File: src/rtl/pipeline_pkg.sv
// Shared pipeline definitions: skid-buffer state encoding.
package pipeline_pkg;

  typedef enum logic [1:0] {
    S_EMPTY = 2'b00,
    S_BUSY  = 2'b01,
    S_FULL  = 2'b10
  } skid_state_t;

endpackage : pipeline_pkg

File: src/rtl/skid_buffer.sv
// skid_buffer: ready/valid pipeline stage with a registered i_ready.
// A main slot drives o_data; a skid slot catches the word that lands in the
// cycle the consumer stalls, so upstream never sees o_ready combinationally.
// Optional transfer counter: define SKID_BUFFER_COUNT_EN to add xfer_count.
module skid_buffer
  import pipeline_pkg::*;
#(
  parameter int unsigned  N           = 8,
  parameter logic [N-1:0] RESET_VALUE = '0,
  parameter int unsigned  COUNT_W     = 16
) (
  input  logic              clk,
  input  logic              rst,
  input  logic              i_valid,
  output logic              i_ready,
  input  logic [N-1:0]      i_data,
  output logic              o_valid,
  input  logic              o_ready,
  output logic [N-1:0]      o_data
`ifdef SKID_BUFFER_COUNT_EN
  ,
  output logic [COUNT_W-1:0] xfer_count
`endif
);

  skid_state_t  state_q, state_d;
  logic [N-1:0] main_q, main_d;
  logic [N-1:0] skid_q, skid_d;
  logic         i_ready_q, i_ready_d;
  logic         in_fire;
  logic         out_fire;

  assign in_fire  = i_valid & i_ready_q;
  assign out_fire = o_valid & o_ready;

  assign i_ready = i_ready_q;
  assign o_valid = (state_q != S_EMPTY);
  assign o_data  = main_q;

  // Next-state and slot-load decode; i_ready follows the next state.
  always_comb begin
    state_d = state_q;
    main_d  = main_q;
    skid_d  = skid_q;
    case (state_q)
      S_EMPTY: begin
        if (in_fire) begin
          state_d = S_BUSY;
          main_d  = i_data;
        end
      end
      S_BUSY: begin
        if (in_fire && out_fire) begin
          main_d = i_data;
        end else if (in_fire) begin
          state_d = S_FULL;
          skid_d  = i_data;
        end else if (out_fire) begin
          state_d = S_EMPTY;
        end
      end
      S_FULL: begin
        // i_ready is low here, so only the drain of the main slot can occur.
        if (out_fire) begin
          state_d = S_BUSY;
          main_d  = skid_q;
        end
      end
      default: begin
        state_d = S_EMPTY;
      end
    endcase
    i_ready_d = (state_d != S_FULL);
  end

  // State, slot and ready registers; reset drops any in-flight word.
  always_ff @(posedge clk) begin
    if (rst) begin
      state_q   <= S_EMPTY;
      main_q    <= RESET_VALUE;
      skid_q    <= RESET_VALUE;
      i_ready_q <= 1'b1;
    end else begin
      state_q   <= state_d;
      main_q    <= main_d;
      skid_q    <= skid_d;
      i_ready_q <= i_ready_d;
    end
  end

`ifdef SKID_BUFFER_COUNT_EN
  logic [COUNT_W-1:0] count_q, count_d;

  assign xfer_count = count_q;

  // Completed output transfers, wrapping modulo 2^COUNT_W.
  always_comb begin
    count_d = count_q;
    if (out_fire) begin
      count_d = count_q + COUNT_W'(1);
    end
  end

  // Transfer counter register.
  always_ff @(posedge clk) begin
    if (rst) begin
      count_q <= '0;
    end else begin
      count_q <= count_d;
    end
  end
`else
  localparam int unsigned unused_count_w = COUNT_W;
`endif

endmodule : skid_buffer

File: config.mk
export PLATFORM = sky130hd
export DESIGN_NAME = skid_buffer
export DESIGN_NICKNAME = d
export VERILOG_FILES = /design/src/rtl/pipeline_pkg.sv /design/src/rtl/skid_buffer.sv
export SDC_FILE = /design/constraint.sdc
export NUM_CORES = 1
export LEC_CHECK = 0
export CAP_MARGIN = 0
export CELL_PAD_IN_SITES_DETAIL_PLACEMENT = 1
export CELL_PAD_IN_SITES_GLOBAL_PLACEMENT = 2
export CORE_MARGIN = 1
export CORE_UTILIZATION = 31
export CTS_CLUSTER_SIZE = 30
export DETAILED_ROUTE_END_ITERATION = 12
export GPL_TIMING_DRIVEN = 0
export HOLD_SLACK_MARGIN = 0.06
export PLACE_DENSITY = 0.79
export SYNTH_ARGS = -nofsm -noshare
export SYNTH_HDL_FRONTEND = slang
export SYNTH_SLANG_ARGS = --single-unit
File: constraint.sdc
create_clock -name clk -period 2.21 [get_ports clk]
set_input_delay 0.442 -clock clk [delete_from_list [all_inputs] [get_ports clk]]
set_output_delay 0.442 -clock clk [all_outputs]
set_load 0.01 [all_outputs]
==> results.cfg, run 1 <==
[clock_tree]
total_of_hold_buffers_inserted_after_clock_tree_synthesis = 0
post_cts_gate_resize_count = 0
cts_tree = built
cts_num_sinks = 19
worst_skew_pair.late_latency_ns = 0.29
ctsRootBufferMaster = sky130_fd_sc_hd__clkbuf_4
clk_pin_slew_worst_paths_ns = 0.11
clock_tree.buffer_depth = 2
tritoncts.num_buffers = 3
post_cts_setup_buffers = 0
cts_htree_levels = 1

[synth]
synth.net_count = 92
synth-seq-area-share = 0.438
synthesis.area_per_instance_um2 = 10.9
synthesis.area_um2 = 868
synth_edf_count = 0
synthCells = 80
yosys_most_used_dff = sky130_fd_sc_hd__dfxtp_1
ys_ff_latch = 19
async_flop_share = 0
yosysWarningCount = 0
synth.distinct_cells = 21

[critical_path]
critPathSlowestCell = sky130_fd_sc_hd__clkdlybuf4s50_1
crit_buf_inv = 1
crit_type = flop to output port
arr_time_crit_path_ns = 1.45
worstPathCellList = or2_2, clkdlybuf4s50_1
setup.worst_path.end_class = output port
critPathMaxFanout = 8
r2r_slack_ns = 0.85
timing.critical_path.slowest_cell_delay_ns = 0.47
cell_type_group_with_the_largest_total_delay_on_the_critical_path = buffers and inverters
required_ns = 1.77
cp_startpoint_kind = flop

[placement]
gp_routability_congestion = 0.674
dp_hpwl_um = 1360
placement.cell_area_um2 = 1110
count_of_buffers_from_port_buffering = 20

[status]
result_of_the_run = completed

[routing]
finalWirelength_um = 1870
route.vias.total = 677
drt.antenna.violating_nets = 0
detailedRoute.firstIterationViolations = 8
drt_pre_antenna_iters = 3
via_per_inst = 5.05
route.detailed.wl_per_inst_um = 14.0
drc_errors = 0

[layout]
layout.nets = 117
num_antenna_cells = 0
fillers = 306
final_cell_mix = sky130_fd_sc_hd__clkdlybuf4s50_1, sky130_fd_sc_hd__dfxtp_1, sky130_fd_sc_hd__mux2i_1
synthToLayoutAreaGrowth_pct = 30.4
final_common_cell = sky130_fd_sc_hd__clkdlybuf4s50_1
post-route-cell-area_um2 = 1130
drive_gt1_frac = 0.212

[global_route]
overflow = 0
grt_usage = 0.150
grt_max_degree = 11
grt_first_pass_wirelength_um = 3060
antenna_found_initial = 0
vias_in_the_first_global_route = 679

[power]
power.net_switching_mw = 0.196
total_leakage_power_nw = 0.457
comb_power_share = 0.227
power.ir.vdd_worst_mv = 0.466
power.density_nw_per_um2 = 637
total_design_power_mw = 0.721
swShare = 0.271
sequentialPowerShare = 0.528
relative_contribution_of_the_clock_network_to_total_power = 0.245
p_int_mw = 0.525

[sta]
skew_ns = 0.00110
maxSlewViolCount = 0
period_minus_slack_ns = 1.89
worst_pin_slew_ns = 0.254
whs_ns = 0.404
final_hold_viol_count = 0
finalSetupViolCount = 0
setup_tns_ns = 0
relSlewSlack = 0.830
rsz0062_at_grt = false
max_freq_mhz = 529
min_period_over_period = 0.855

[floorplanning]
ioPinCount = 22
placeableCoreArea_um2 = 2570
std_cell_rows = 18
die_area_um2 = 3020
initial_standard_cell_utilization_of_the_core = 0.338
fp.dieH_um = 54.9
fp.dieW_um = 54.9

[flow_run]
drv.max_cap_violation_count = 0

[worst_hold_path]
min_path_type = input port to flop
-- stage by stage --
stage          instances  setup WS [ns]  utilization
2_1_floorplan         80          0.938            -
3_3_place_gp         130          0.286        0.431
6_report             134          0.319        0.441
3_5_place_dp         130          0.254        0.431
5_1_grt              134          0.238        0.441
4_1_cts              134          0.297        0.441
-- power by group through the flow --
stage / registers, mW / logic (mW) / clock network [mW]
after CTS: 0.381 / 0.168 / 0.191
after global routing: 0.384 / 0.179 / 0.201
after global placement: 0.387 / 0.165 / 0
after detailed placement: 0.389 / 0.168 / 0
final: 0.381 / 0.164 / 0.176
after floorplan: 0.394 / 0.0854 / 0
-- kinds of logic after synthesis --
| group | count (synthesis) | share of synthesized area |
|---|---|---|
| flip-flops | 19 | 0.438 |
| AND/OR/NAND/NOR | 28 | 0.177 |
| multiplexers | 16 | 0.184 |
| buffers and inverters | 5 | 0.0490 |
| AO/OA/AOI/OAI | 12 | 0.151 |
-- registers in the layout, indices dropped and copies added, names as in the netlist --
name and count:
state_q 2, o_data 8, skid_q 8, i_ready 1
-- final cells by class --
type | instances | area (um2) | share of cell area
Sequential cell | 19 | 380 | 0.336
Timing Repair Buffer | 20 | 200 | 0.177
Clock buffer | 4 | 26.3 | 0.0232
Multi-Input combinational cell | 56 | 445 | 0.393
Tap cell | 30 | 37.5 | 0.0331
Buffer | 5 | 42.5 | 0.0376
-- cells in the mapped netlist, types with 2 or more instances --
| library cell | number | area share |
|---|---|---|
| sky130_fd_sc_hd__nand3b_1 | 2 | 0.017 |
| sky130_fd_sc_hd__buf_6 | 2 | 0.026 |
| sky130_fd_sc_hd__nor2_1 | 15 | 0.065 |
| sky130_fd_sc_hd__dfxtp_1 | 19 | 0.44 |
| sky130_fd_sc_hd__mux2i_1 | 16 | 0.18 |
| sky130_fd_sc_hd__a211oi_2 | 8 | 0.12 |
| sky130_fd_sc_hd__nor2_2 | 2 | 0.014 |
| sky130_fd_sc_hd__nand2_1 | 2 | 0.0086 |
| sky130_fd_sc_hd__buf_4 | 2 | 0.017 |
-- metal layers --
layer	track usage	vias to the layer above	routed length, um
li1	-	333	-
met1	0.157	326	815
met2	0.275	16	942
met3	0.0601	2	102
met4	0.0375	0	10
met5	0	-	0
-- final timing paths --
kind,start,endpoint,cells after the start
worst max-delay path,state_q[1]$_SDFF_PP0_,o_valid,2
worst min-delay path,rst,o_data[0]$_SDFFE_PP0P_,2
worst max register to register,i_ready$_SDFF_PP1_,skid_q[2]$_SDFFE_PP0P_,5
worst min register to register,skid_q[6]$_SDFFE_PP0P_,skid_q[6]$_SDFFE_PP0P_,2
(Power assumes the default switching activity.)
==> inputs of run 2 (changes only) <==
CORE_ASPECT_RATIO = 0.7   (was unset)
SETUP_SLACK_MARGIN = 0.15   (was unset)
SLEW_MARGIN = 25   (was unset)
==> run 2 against run 1 <==
Via count increased by 0.44%. Sequential share of layout area decreased by 0.69 points. Hold slack improved by 0.049 ns. Sequential cell count unchanged. Global-route usage decreased by 0.53 points. Power increased by 9.6%.
==> results.cfg, run 2 (synthesis gave the netlist of run 1 again) <==
[status]
result_of_the_run = completed

[placement]
count_of_buffers_from_port_buffering = 20
gp_routability_congestion = 0.793
dpl.cell_count = 134
placement.cell_area_um2 = 1110
dp_hpwl_um = 1430
pre_cts_ws_ns = 0.258

[floorplanning]
die_area_um2 = 3020
initial_standard_cell_utilization_of_the_core = 0.340
fp.dieH_um = 46.3
std_cell_rows = 15
placeableCoreArea_um2 = 2550
ioPinCount = 22
fp.dieW_um = 65.3

[critical_path]
cp_startpoint_kind = flop
endpoint_of_the_worst_setup_timing_path = o_valid
rr_worst_depth = 5
crit_type = flop to output port
critical_path.reg2reg.startpoint = i_ready$_SDFF_PP1_
required_ns = 1.77
critPathMaxFanout = 8
arr_time_crit_path_ns = 1.41
r2r_slack_ns = 0.83
setup.worst_path.end_class = output port
critical_path.startpoint = state_q[1]$_SDFF_PP0_
rr_endpoint = skid_q[1]$_SDFFE_PP0P_

[power]
total_leakage_power_nw = 0.465
power.ir.vdd_worst_mv = 0.330
power.density_nw_per_um2 = 684
total_design_power_mw = 0.791

[routing]
drt.antenna.violating_nets = 0
via_per_inst = 4.93
drc_errors = 0
drt_pre_antenna_iters = 3
finalWirelength_um = 1970
detailedRoute.firstIterationViolations = 14
route.vias.total = 680
route.detailed.wl_per_inst_um = 14.3

[layout]
finalCoreUtilization = 0.453
final_common_cell = sky130_fd_sc_hd__clkdlybuf4s50_1
layout.cells.non_filler = 138
synthToLayoutAreaGrowth_pct = 33.1
post-route-cell-area_um2 = 1160
layout.nets = 117
final_cell_mix = sky130_fd_sc_hd__clkdlybuf4s50_1, sky130_fd_sc_hd__dfxtp_1, sky130_fd_sc_hd__mux2i_1
drive_gt1_frac = 0.212
num_antenna_cells = 0

[sta]
period_minus_slack_ns = 1.85
min_period_over_period = 0.839
relSlewSlack = 0.824
final_hold_viol_count = 0
rsz0062_at_grt = false
worst_pin_slew_ns = 0.264
setup_tns_ns = 0
maxSlewViolCount = 0
finalSetupViolCount = 0
max_freq_mhz = 540
skew_ns = 0.00169
worst_slack_ns = 0.357
whs_ns = 0.452

[worst_hold_path]
timing.hold.worst.start = rst
min_path_type = input port to flop
worst_hold_path.num_cells = 2

[global_route]
vias_in_the_first_global_route = 670
antenna_found_initial = 0
grt_first_pass_wirelength_um = 3080
overflow = 0
grt_usage = 0.144
grt_max_degree = 11

[clock_tree]
cts_htree_levels = 1
clock_tree.buffer_depth = 2
cts_tree = built
ctsRootBufferMaster = sky130_fd_sc_hd__clkbuf_8
worst_skew_pair.late_latency_ns = 0.26
clk_pin_slew_worst_paths_ns = 0.07
post_cts_gate_resize_count = 0
tritoncts.num_buffers = 3
total_of_hold_buffers_inserted_after_clock_tree_synthesis = 0
post_cts_setup_buffers = 0
cts_num_sinks = 19

[flow_run]
drv.max_cap_violation_count = 0
[run 2: cell counts in the layout (fill, tap and decap cells not counted)]
No cell type changed its count.
[run 2: critical path, stage by stage, from the launching register on]
cell and delay (ns):
sky130_fd_sc_hd__dfxtp_1 0.38, sky130_fd_sc_hd__or2_2 0.29, sky130_fd_sc_hd__clkdlybuf4s50_1 0.48
[run 2: per-layer routing]
layer | part of all wire | wire, um | track usage | vias up
met5 | 0 | 0 | 0 | -
met4 | 0.010 | 20 | 0.0522 | 0
met3 | 0.043 | 84 | 0.0446 | 5
met2 | 0.47 | 918 | 0.239 | 14
met1 | 0.48 | 946 | 0.180 | 330
li1 | - | - | - | 331
[run 2: worst min path at each step]
stage                                         to  slack [ns]
after CTS                 o_data[1]$_SDFFE_PP0P_        0.45
after global placement    skid_q[3]$_SDFFE_PP0P_        0.47
final                     o_data[1]$_SDFFE_PP0P_        0.45
after global routing      o_data[4]$_SDFFE_PP0P_        0.46
after floorplan           skid_q[0]$_SDFFE_PP0P_        0.46
after detailed placement  skid_q[6]$_SDFFE_PP0P_        0.49
[run 2: area by class of cell]
| cell class | count | area, um2 |
|---|---|---|
| Fill cell | 303 | 1400 |
| Multi-Input combinational cell | 56 | 445 |
| Sequential cell | 19 | 380 |
| Timing Repair Buffer | 20 | 200 |
| Clock buffer | 4 | 45.0 |
| Buffer | 5 | 42.5 |
| Tap cell | 34 | 42.5 |
[run 2: report_power, final]
| group | internal [mW] | total [mW] | switching [mW] |
|---|---|---|---|
| combinational | 0.0899 | 0.166 | 0.0762 |
| clock | 0.128 | 0.243 | 0.115 |
| sequential | 0.365 | 0.381 | 0.0157 |
| total | 0.584 | 0.791 | 0.207 |
==> inputs of run 3 (changes only) <==
CORE_UTILIZATION = 26   (was 31)
PLACE_DENSITY = 0.71   (was 0.79)
clock period = 1.6 ns   (was 2.21 ns; I/O delays follow)
==> run 3 against run 2 <==
Wire length decreased by 0.30%. First-iteration DRC count increased by 50%. Clock power increased by 38%. Combinational power increased by 26%. Hold slack got worse by 0.12 ns. Sequential power increased by 38%. Critical path depth unchanged. Global-route usage decreased by 2.2 points. Clock-buffer cell count unchanged. Power increased by 35%. Sequential cell count unchanged. Die area increased by 18%. Critical endpoint unchanged. Highest routed layer unchanged.
==> results.cfg, run 3 (synthesis gave the netlist of run 1 again) <==
[sta]
final_hold_viol_count = 0
finalSetupViolCount = 0
maxSlewViolCount = 0
max_freq_mhz = 740
whs_ns = 0.332
worst_pin_slew_ns = 0.244
period_minus_slack_ns = 1.35
relSlewSlack = 0.837
rsz0062_at_grt = false
skew_ns = 0.000694
min_period_over_period = 0.845
setup_tns_ns = 0

[worst_hold_path]
min_path_type = input port to flop

[clock_tree]
clock_tree.buffer_depth = 2
post_cts_setup_buffers = 0
cts_num_sinks = 19
cts_tree = built
cts_htree_levels = 1
tritoncts.num_buffers = 3
worst_skew_pair.late_latency_ns = 0.25
clk_pin_slew_worst_paths_ns = 0.07
ctsRootBufferMaster = sky130_fd_sc_hd__clkbuf_8

[power]
power.net_switching_mw = 0.282
sequentialPowerShare = 0.491
p_int_mw = 0.787
relative_contribution_of_the_clock_network_to_total_power = 0.314
swShare = 0.264
comb_power_share = 0.195
power.ir.vdd_worst_mv = 0.390
total_leakage_power_nw = 0.493
total_design_power_mw = 1.07
power.density_nw_per_um2 = 928

[floorplanning]
placeableCoreArea_um2 = 3170
die_area_um2 = 3580
fp.dieH_um = 50.4
ioPinCount = 22
std_cell_rows = 17
initial_standard_cell_utilization_of_the_core = 0.274
fp.dieW_um = 71.1

[layout]
fillers = 367
layout.nets = 117
layout.cells.non_filler = 142
final_cell_mix = sky130_fd_sc_hd__mux2i_1, sky130_fd_sc_hd__dfxtp_1, sky130_fd_sc_hd__nor2_1
num_antenna_cells = 0
drive_gt1_frac = 0.260
finalCoreUtilization = 0.363
synthToLayoutAreaGrowth_pct = 32.6

[global_route]
grt_first_pass_wirelength_um = 3240
grt_max_degree = 11
overflow = 0
antenna_found_initial = 0
vias_in_the_first_global_route = 714
grt_usage = 0.122

[critical_path]
cp_startpoint_kind = flop
required_ns = 1.28
worstPathCellList = or2_2, clkbuf_2
critPathSlowestCell = sky130_fd_sc_hd__dfxtp_4
arr_time_crit_path_ns = 1.03
crit_type = flop to output port
cell_type_group_with_the_largest_total_delay_on_the_critical_path = flip-flops
critPathMaxFanout = 7
timing.critical_path.slowest_cell_delay_ns = 0.36
crit_buf_inv = 1
setup.worst_path.end_class = output port

[flow_run]
drv.max_cap_violation_count = 0

[routing]
route.detailed.wl_per_inst_um = 13.8
drt_pre_antenna_iters = 5
finalWirelength_um = 1960
via_per_inst = 4.70
route.vias.total = 667
drc_errors = 0
detailedRoute.firstIterationViolations = 21
drt.antenna.violating_nets = 0

[placement]
dp_hpwl_um = 1480
gp_routability_congestion = 0.664
dpl.cell_count = 138
count_of_buffers_from_port_buffering = 20

[status]
result_of_the_run = completed
==> run 3: cell count changes in the layout (fill, tap and decap cells not counted), moves of 2 or more <==
cell and change:
sky130_fd_sc_hd__dfxtp_2 +2, sky130_fd_sc_hd__dlygate4sd2_1 +11, sky130_fd_sc_hd__dfxtp_1 -3, sky130_fd_sc_hd__clkdlybuf4s50_1 -12
==> run 3: layout make-up <==
cell class / count / area, um2 / share of cell area
Timing Repair Buffer: 20 / 181 / 0.158
Tap cell: 38 / 47.5 / 0.0413
Clock buffer: 4 / 45.0 / 0.0391
Sequential cell: 19 / 387 / 0.336
Multi-Input combinational cell: 56 / 448 / 0.389
Buffer: 5 / 42.5 / 0.0370
==> run 3: power groups by stage <==
stage | Combinational [mW] | Sequential [mW] | Clock [mW]
detailed placement | 0.233 | 0.536 | 0
global route | 0.228 | 0.529 | 0.379
CTS | 0.214 | 0.525 | 0.349
global placement | 0.228 | 0.535 | 0
floorplan | 0.118 | 0.544 | 0
finish | 0.209 | 0.525 | 0.335
==> run 3: routing by layer <==
metal | global-route usage | vias to the layer above | wire length, um
met5 | 0 | - | 0
met4 | 0.0100 | 0 | 8
met3 | 0.0542 | 2 | 100
met2 | 0.221 | 16 | 934
met1 | 0.139 | 315 | 920
li1 | - | 334 | -
==> run 3: metrics by stage <==
step / area (um2) / setup WS [ns]
6_report: 1150 / 0.248
3_3_place_gp: 1120 / -0.182
3_5_place_dp: 1120 / -0.238
2_1_floorplan: 868 / 0.328
4_1_cts: 1150 / 0.0685
5_1_grt: 1150 / 0.190
==> run 3: timing repair <==
action                     4_1_cts  5_1_grt
pin swaps                        0        0
resized for setup               14        5
setup endpoints to repair       26        1
hold buffers                     0        0
==> run 3: worst paths after layout <==
kind | from | to | slack, ns | cells past startpoint
setup reg to reg | state_q[1]$_SDFF_PP0_ | o_data[2]$_SDFFE_PP0P_ | 0.31 | 5
setup / recovery | state_q[0]$_SDFF_PP0_ | o_valid | 0.25 | 2
hold reg to reg | skid_q[6]$_SDFFE_PP0P_ | skid_q[6]$_SDFFE_PP0P_ | 0.50 | 2
hold / removal | rst | o_data[1]$_SDFFE_PP0P_ | 0.33 | 2
